### config.mk
export PLATFORM = sky130hd
export DESIGN_NAME = vga_timing_gen
export DESIGN_NICKNAME = d
export VERILOG_FILES = /design/src/rtl/vga_timing_gen.sv
export SDC_FILE = /design/constraint.sdc
export NUM_CORES = 1
export LEC_CHECK = 0
export ABC_AREA = 1
export CORE_UTILIZATION = 47
export CTS_CLUSTER_DIAMETER = 120
export CTS_CLUSTER_SIZE = 12
export DETAILED_ROUTE_END_ITERATION = 10
export GPL_ROUTABILITY_DRIVEN = 0
export PLACE_DENSITY = 0.71
export SYNTH_ARGS = -nofsm -noshare
export SYNTH_HDL_FRONTEND = slang
export SYNTH_SLANG_ARGS = --single-unit
### constraint.sdc
create_clock -name clock -period 4.5 [get_ports clock]
set_clock_uncertainty 0.1 [all_clocks]
set_input_delay 0.9 -clock clock [delete_from_list [all_inputs] [get_ports clock]]
set_output_delay 0.9 -clock clock [all_outputs]
set_load 0.03 [all_outputs]
### src/rtl/vga_timing_gen.sv
// ---------------------------------------------------------------------------
// vga_timing_gen
// Raster timing generator for 640x480@60 VGA. The geometry is set by the
// parameters. It produces the pixel position, the active-video flag, the
// h/v sync signals, line and frame strobes, a frame counter, and copies of
// active/hsync/vsync delayed to match a downstream pixel pipeline.
//
// Parameters:
//   H_ACTIVE/H_FP/H_SYNC/H_BP  horizontal geometry in pixels (total 800)
//   V_ACTIVE/V_FP/V_SYNC/V_BP  vertical geometry in lines (total 525)
//   SYNC_POL    asserted level of hsync/vsync (0 = active-low)
//   PIPE_DELAY  enabled-cycle delay on the *_d outputs, 0..7
//   FRAME_W     frame_count width
//
// Ports:
//   clock        in   rising-edge pixel/system clock
//   resetn       in   synchronous active-low reset
//   enable       in   pixel advance qualifier
//   x, y         out  current pixel position (registered)
//   active       out  pixel lies inside the visible area
//   hsync/vsync  out  sync pulses at SYNC_POL level when asserted
//   line_start   out  x == 0
//   frame_start  out  x == 0 and y == 0
//   frame_count  out  frame index, wraps modulo 2^FRAME_W
//   active_d, hsync_d, vsync_d  out  the same signals PIPE_DELAY enabled
//                                    cycles later
// ---------------------------------------------------------------------------
module vga_timing_gen #(
  parameter int unsigned H_ACTIVE   = 640,
  parameter int unsigned H_FP       = 16,
  parameter int unsigned H_SYNC     = 96,
  parameter int unsigned H_BP       = 48,
  parameter int unsigned V_ACTIVE   = 480,
  parameter int unsigned V_FP       = 10,
  parameter int unsigned V_SYNC     = 2,
  parameter int unsigned V_BP       = 33,
  parameter bit          SYNC_POL   = 1'b0,
  parameter int unsigned PIPE_DELAY = 2,
  parameter int unsigned FRAME_W    = 10
) (
  input  logic               clock,
  input  logic               resetn,
  input  logic               enable,
  output logic [9:0]         x,
  output logic [9:0]         y,
  output logic               active,
  output logic               hsync,
  output logic               vsync,
  output logic               line_start,
  output logic               frame_start,
  output logic [FRAME_W-1:0] frame_count,
  output logic               active_d,
  output logic               hsync_d,
  output logic               vsync_d
);

  localparam int unsigned H_TOTAL = H_ACTIVE + H_FP + H_SYNC + H_BP;
  localparam int unsigned V_TOTAL = V_ACTIVE + V_FP + V_SYNC + V_BP;

  // All position comparisons are made in 11 bits, so the sums never overflow.
  localparam logic [10:0] H_LAST     = 11'(H_TOTAL - 1);
  localparam logic [10:0] V_LAST     = 11'(V_TOTAL - 1);
  localparam logic [10:0] H_ACT_END  = 11'(H_ACTIVE);
  localparam logic [10:0] V_ACT_END  = 11'(V_ACTIVE);
  localparam logic [10:0] HS_START   = 11'(H_ACTIVE + H_FP);
  localparam logic [10:0] HS_END     = 11'(H_ACTIVE + H_FP + H_SYNC);
  localparam logic [10:0] VS_START   = 11'(V_ACTIVE + V_FP);
  localparam logic [10:0] VS_END     = 11'(V_ACTIVE + V_FP + V_SYNC);

  localparam logic SYNC_ON  = SYNC_POL;
  localparam logic SYNC_OFF = ~SYNC_POL;

  localparam logic [FRAME_W-1:0] FRAME_ONE  = {{(FRAME_W-1){1'b0}}, 1'b1};
  localparam logic [FRAME_W-1:0] FRAME_ONES = {FRAME_W{1'b1}};

  logic [9:0]  x_nxt_s;
  logic [9:0]  y_nxt_s;
  logic        x_wrap_s;
  logic        frame_wrap_s;
  logic [10:0] x_ext_s;
  logic [10:0] y_ext_s;
  logic        active_nxt_s;
  logic        hsync_nxt_s;
  logic        vsync_nxt_s;
  logic        line_start_nxt_s;
  logic        frame_start_nxt_s;

  // Next raster position. The >= tests keep the counters in range even if
  // they ever start outside it.
  always_comb begin
    x_nxt_s      = x;
    y_nxt_s      = y;
    x_wrap_s     = 1'b0;
    frame_wrap_s = 1'b0;
    if ({1'b0, x} >= H_LAST) begin
      x_nxt_s  = 10'd0;
      x_wrap_s = 1'b1;
    end else begin
      x_nxt_s  = x + 10'd1;
      x_wrap_s = 1'b0;
    end
    if (x_wrap_s) begin
      if ({1'b0, y} >= V_LAST) begin
        y_nxt_s      = 10'd0;
        frame_wrap_s = 1'b1;
      end else begin
        y_nxt_s      = y + 10'd1;
        frame_wrap_s = 1'b0;
      end
    end else begin
      y_nxt_s      = y;
      frame_wrap_s = 1'b0;
    end
  end

  // Decode the flags for the *next* position, so that once registered they
  // line up with x/y with no skew.
  always_comb begin
    x_ext_s = {1'b0, x_nxt_s};
    y_ext_s = {1'b0, y_nxt_s};
    active_nxt_s = (x_ext_s < H_ACT_END) && (y_ext_s < V_ACT_END);
    if ((x_ext_s >= HS_START) && (x_ext_s < HS_END)) begin
      hsync_nxt_s = SYNC_ON;
    end else begin
      hsync_nxt_s = SYNC_OFF;
    end
    // y only moves on the x wrap, so vsync can only change when x becomes 0.
    if ((y_ext_s >= VS_START) && (y_ext_s < VS_END)) begin
      vsync_nxt_s = SYNC_ON;
    end else begin
      vsync_nxt_s = SYNC_OFF;
    end
    line_start_nxt_s  = (x_nxt_s == 10'd0);
    frame_start_nxt_s = (x_nxt_s == 10'd0) && (y_nxt_s == 10'd0);
  end

  // Counter and output registers. The reset state is the last pixel of a
  // frame, so the first enabled cycle wraps to pixel (0,0) of frame 0.
  always_ff @(posedge clock) begin
    if (!resetn) begin
      x           <= 10'(H_TOTAL - 1);
      y           <= 10'(V_TOTAL - 1);
      frame_count <= FRAME_ONES;
      active      <= 1'b0;
      hsync       <= SYNC_OFF;
      vsync       <= SYNC_OFF;
      line_start  <= 1'b0;
      frame_start <= 1'b0;
    end else if (enable) begin
      x           <= x_nxt_s;
      y           <= y_nxt_s;
      frame_count <= frame_wrap_s ? (frame_count + FRAME_ONE) : frame_count;
      active      <= active_nxt_s;
      hsync       <= hsync_nxt_s;
      vsync       <= vsync_nxt_s;
      line_start  <= line_start_nxt_s;
      frame_start <= frame_start_nxt_s;
    end
  end

  // Delay line for active/hsync/vsync. It advances only on enabled cycles,
  // so the delay is counted in pixels rather than clocks.
  generate
    if (PIPE_DELAY == 0) begin : g_no_delay
      assign active_d = active;
      assign hsync_d  = hsync;
      assign vsync_d  = vsync;
    end else if (PIPE_DELAY == 1) begin : g_delay_one
      logic active_pipe_r;
      logic hsync_pipe_r;
      logic vsync_pipe_r;

      // Single-stage delay register.
      always_ff @(posedge clock) begin
        if (!resetn) begin
          active_pipe_r <= 1'b0;
          hsync_pipe_r  <= SYNC_OFF;
          vsync_pipe_r  <= SYNC_OFF;
        end else if (enable) begin
          active_pipe_r <= active;
          hsync_pipe_r  <= hsync;
          vsync_pipe_r  <= vsync;
        end
      end

      assign active_d = active_pipe_r;
      assign hsync_d  = hsync_pipe_r;
      assign vsync_d  = vsync_pipe_r;
    end else begin : g_delay_multi
      logic [PIPE_DELAY-1:0] active_pipe_r;
      logic [PIPE_DELAY-1:0] hsync_pipe_r;
      logic [PIPE_DELAY-1:0] vsync_pipe_r;

      // Multi-stage shift register. Bit 0 is the newest value and the top
      // bit is the oldest.
      always_ff @(posedge clock) begin
        if (!resetn) begin
          active_pipe_r <= {PIPE_DELAY{1'b0}};
          hsync_pipe_r  <= {PIPE_DELAY{SYNC_OFF}};
          vsync_pipe_r  <= {PIPE_DELAY{SYNC_OFF}};
        end else if (enable) begin
          active_pipe_r <= {active_pipe_r[PIPE_DELAY-2:0], active};
          hsync_pipe_r  <= {hsync_pipe_r[PIPE_DELAY-2:0], hsync};
          vsync_pipe_r  <= {vsync_pipe_r[PIPE_DELAY-2:0], vsync};
        end
      end

      assign active_d = active_pipe_r[PIPE_DELAY-1];
      assign hsync_d  = hsync_pipe_r[PIPE_DELAY-1];
      assign vsync_d  = vsync_pipe_r[PIPE_DELAY-1];
    end
  endgenerate

endmodule

==> flow_metrics.py <==
metrics = {
    "layout": {
        "diodes": 0,
        "final_cell_mix": "88 x nand2_1, 42 x inv_1, 41 x dfxtp_1",
        "area_delta_synth_final_pct": 22.1,
        "final_common_cell": "nand2_1",
        "final_nets": 400,
        "layout-drive-gt1-share": 0.0814,
    },
    "clocking": {
        "htree_num_levels": 2,
        "cts-buffers-inserted": 5,
        "post-cts-setup-buffers": 0,
        "cts_resized": 0,
        "cts_tree": "done",
        "cts_sinks": 41,
        "cts_hold_repair.buffers": 0,
        "clk_latency_ps": 300,
        "cts.reportedPaths.clkPinSlew_ps": 80,
        "root_buffer": "clkbuf_8",
        "clk_path_buf_depth": 2,
    },
    "timing": {
        "fin_crit_sh": 0.559,
        "worst_pin_slew_ps": 743,
        "slew_violations": 0,
        "relSlewSlack": 0.504,
        "whs_ps": 357,
        "final-hold-violation-count": 0,
        "rsz0062_at_grt": "no",
        "clock.fmax_mhz": 398,
        "report.final.setup_viol": 0,
        "min_period_ps": 2510,
        "setup_ws_ps": 1990,
        "finalSetupTns_ps": 0,
    },
    "drt": {
        "final_antenna_net_count": 0,
        "wl_per_cell_um": 11.8,
        "drt-total-wl_um": 5450,
        "dr.first_iter.drc_count": 129,
        "vias": 2318,
        "vias_per_cell": 5.04,
        "drc": 0,
        "drt_pass1_iterations": 4,
    },
    "outcome": {
        "status": "complete, no violations",
    },
    "logic_synthesis": {
        "synth_seq_cells": 41,
        "ys_warn_count": 0,
        "netlist_instances": 356,
        "synth_fp_nets": 363,
        "postSynthAreaPerCell_um2": 6.68,
        "seq_area_frac_synth": 0.345,
        "yosysUniqueCellTypes": 31,
        "syn_area_mm2": 0.00238,
    },
    "job": {
        "cap_violations": 0,
    },
    "placement": {
        "port_buffers": 40,
        "dp_hpwl_um": 3970,
        "place_ws_ps": 1690,
    },
    "grt": {
        "grt.overflow.total": 0,
        "first_global_vias": 2091,
        "grt_max_degree": 30,
        "antenna_found_initial": 0,
        "grt_first_pass_wirelength_um": 9540,
        "grt_usage": 0.229,
    },
    "worst_setup_path": {
        "cpMaxStageDelayCell": "clkdlybuf4s50_1",
        "critPathMaxFanout": 7,
        "critPathTopFamily": "buffers and inverters",
        "max_stage_delay_ps": 730,
        "crit_buf_inv": 1,
        "cp-start-kind": "flip-flop",
        "rrSetupSlack_ps": 2310,
        "crit_chain": "clkdlybuf4s50_1",
        "crit_arrival_ps": 1510,
        "endpoint_kind": "output port",
        "crit_required_ps": 3500,
        "path_class": "reg -> out",
    },
    "pwr": {
        "irDropWorstVdd_mv": 0.172,
        "power.density_mw_per_mm2": 367,
        "power.total_mw": 1.07,
        "p_leak_nw": 1.37,
    },
    "floorplanning": {
        "die-height_um": 73.1,
        "io_pins": 41,
        "core_area_mm2": 0.00479,
        "die_x_um": 73.1,
        "start_util": 0.497,
        "die-area_mm2": 0.00535,
        "rows": 25,
    },
    "hold_path": {
        "holdCritPathClass": "reg -> reg",
    },
}
==> synth_stat cells <==
| master | instances | share of area |
|---|---|---|
| buf_6 | 2 | 0.0095 |
| nor2_2 | 1 | 0.0026 |
| nor4_1 | 1 | 0.0026 |
| nand2_1 | 88 | 0.14 |
| nor3_1 | 2 | 0.0042 |
| o21bai_1 | 2 | 0.0063 |
| buf_4 | 1 | 0.0032 |
| a21oi_1 | 25 | 0.053 |
| nor3_4 | 1 | 0.0068 |
| nand3_1 | 36 | 0.076 |
| nor2_8 | 1 | 0.0084 |
| or2_2 | 2 | 0.0053 |
| inv_2 | 2 | 0.0032 |
| xor2_1 | 3 | 0.011 |
| clkbuf_1 | 9 | 0.014 |
| nand3_2 | 6 | 0.025 |
| o21ai_0 | 26 | 0.055 |
| o211ai_1 | 6 | 0.019 |
| nor2_4 | 3 | 0.014 |
| nand2_2 | 4 | 0.011 |
| nand4_1 | 5 | 0.013 |
| a21oi_2 | 2 | 0.0074 |
| nand3_4 | 1 | 0.0074 |
| ha_1 | 4 | 0.021 |
| inv_1 | 42 | 0.066 |
| dfxtp_1 | 41 | 0.35 |
| o21ai_1 | 4 | 0.0084 |
| nor2_1 | 31 | 0.049 |
| clkinv_1 | 1 | 0.0016 |
| a31oi_1 | 1 | 0.0026 |
| nand3b_1 | 3 | 0.0095 |
==> layout make-up <==
| cell class | count | area [µm²] |
|---|---|---|
| sequential | 41 | 821 |
| inverter | 45 | 169 |
| tap | 67 | 83.8 |
| multi-input combinational | 258 | 1320 |
| clock inverter | 1 | 7.51 |
| timing repair buffer | 42 | 415 |
| fill | 464 | 1880 |
| clock buffer | 6 | 82.6 |
==> final timing paths <==
check                                                                start                                         end  depth (start not counted)
worst max-delay path                                     y[2]$_SDFFE_PN1P_                                        y[2]                          1
worst min register to register  g_delay_multi.hsync_pipe_r[0]$_SDFFE_PN1P_  g_delay_multi.hsync_pipe_r[0]$_SDFFE_PN1P_                          2
worst max register to register                           x[1]$_SDFFE_PN1P_                          vsync$_SDFFE_PN1P_                         11
worst min-delay path            g_delay_multi.hsync_pipe_r[0]$_SDFFE_PN1P_  g_delay_multi.hsync_pipe_r[0]$_SDFFE_PN1P_                          2
==> routing by layer <==
layer | global-route usage | vias up | wire length, µm | share of wire
met5 | 0 | - | 0 | 0
met4 | 0.0915 | 0 | 74 | 0.014
met3 | 0.0428 | 6 | 216 | 0.040
met2 | 0.356 | 46 | 2460 | 0.45
met1 | 0.311 | 1035 | 2700 | 0.50
li1 | - | 1231 | - | -
==> per-stage QoR <==
stage,cell area (µm²),utilization,std cells
2_1_floorplan,2380,-,356
3_3_place_gp,2810,0.588,453
3_5_place_dp,2810,0.588,453
4_1_cts,2900,0.607,460
5_1_grt,2900,0.607,460
6_report,2900,0.607,460
==> registers in the layout, summed over array words and instances, names as in the netlist <==
register / flops
y: 10
g_delay_multi.active_pipe_r: 2
g_delay_multi.hsync_pipe_r: 2
active: 1
x: 10
vsync: 1
hsync: 1
line_start: 1
g_delay_multi.vsync_pipe_r: 2
frame_count: 10
frame_start: 1
==> power breakdown <==
part / leakage [nW] / internal, mW / switching (mW)
clock network: 0.0433 / 0.121 / 0.129
registers: 0.339 / 0.397 / 0.0392
logic: 0.989 / 0.134 / 0.246
total: 1.37 / 0.652 / 0.414
==> kinds of logic (layout without fill, tap and decap cells) <==
family                   Yosys count  in the layout  synth area share
XOR/XNOR                           3              3            0.0111
adder cells (fa/ha/maj)            4              4            0.0211
buffers and inverters             57             94            0.0979
flip-flops                        41             41             0.345
AND/OR/NAND/NOR                  185            185             0.374
AO/OA/AOI/OAI                     66             66             0.151
(Power assumes the default switching activity.)
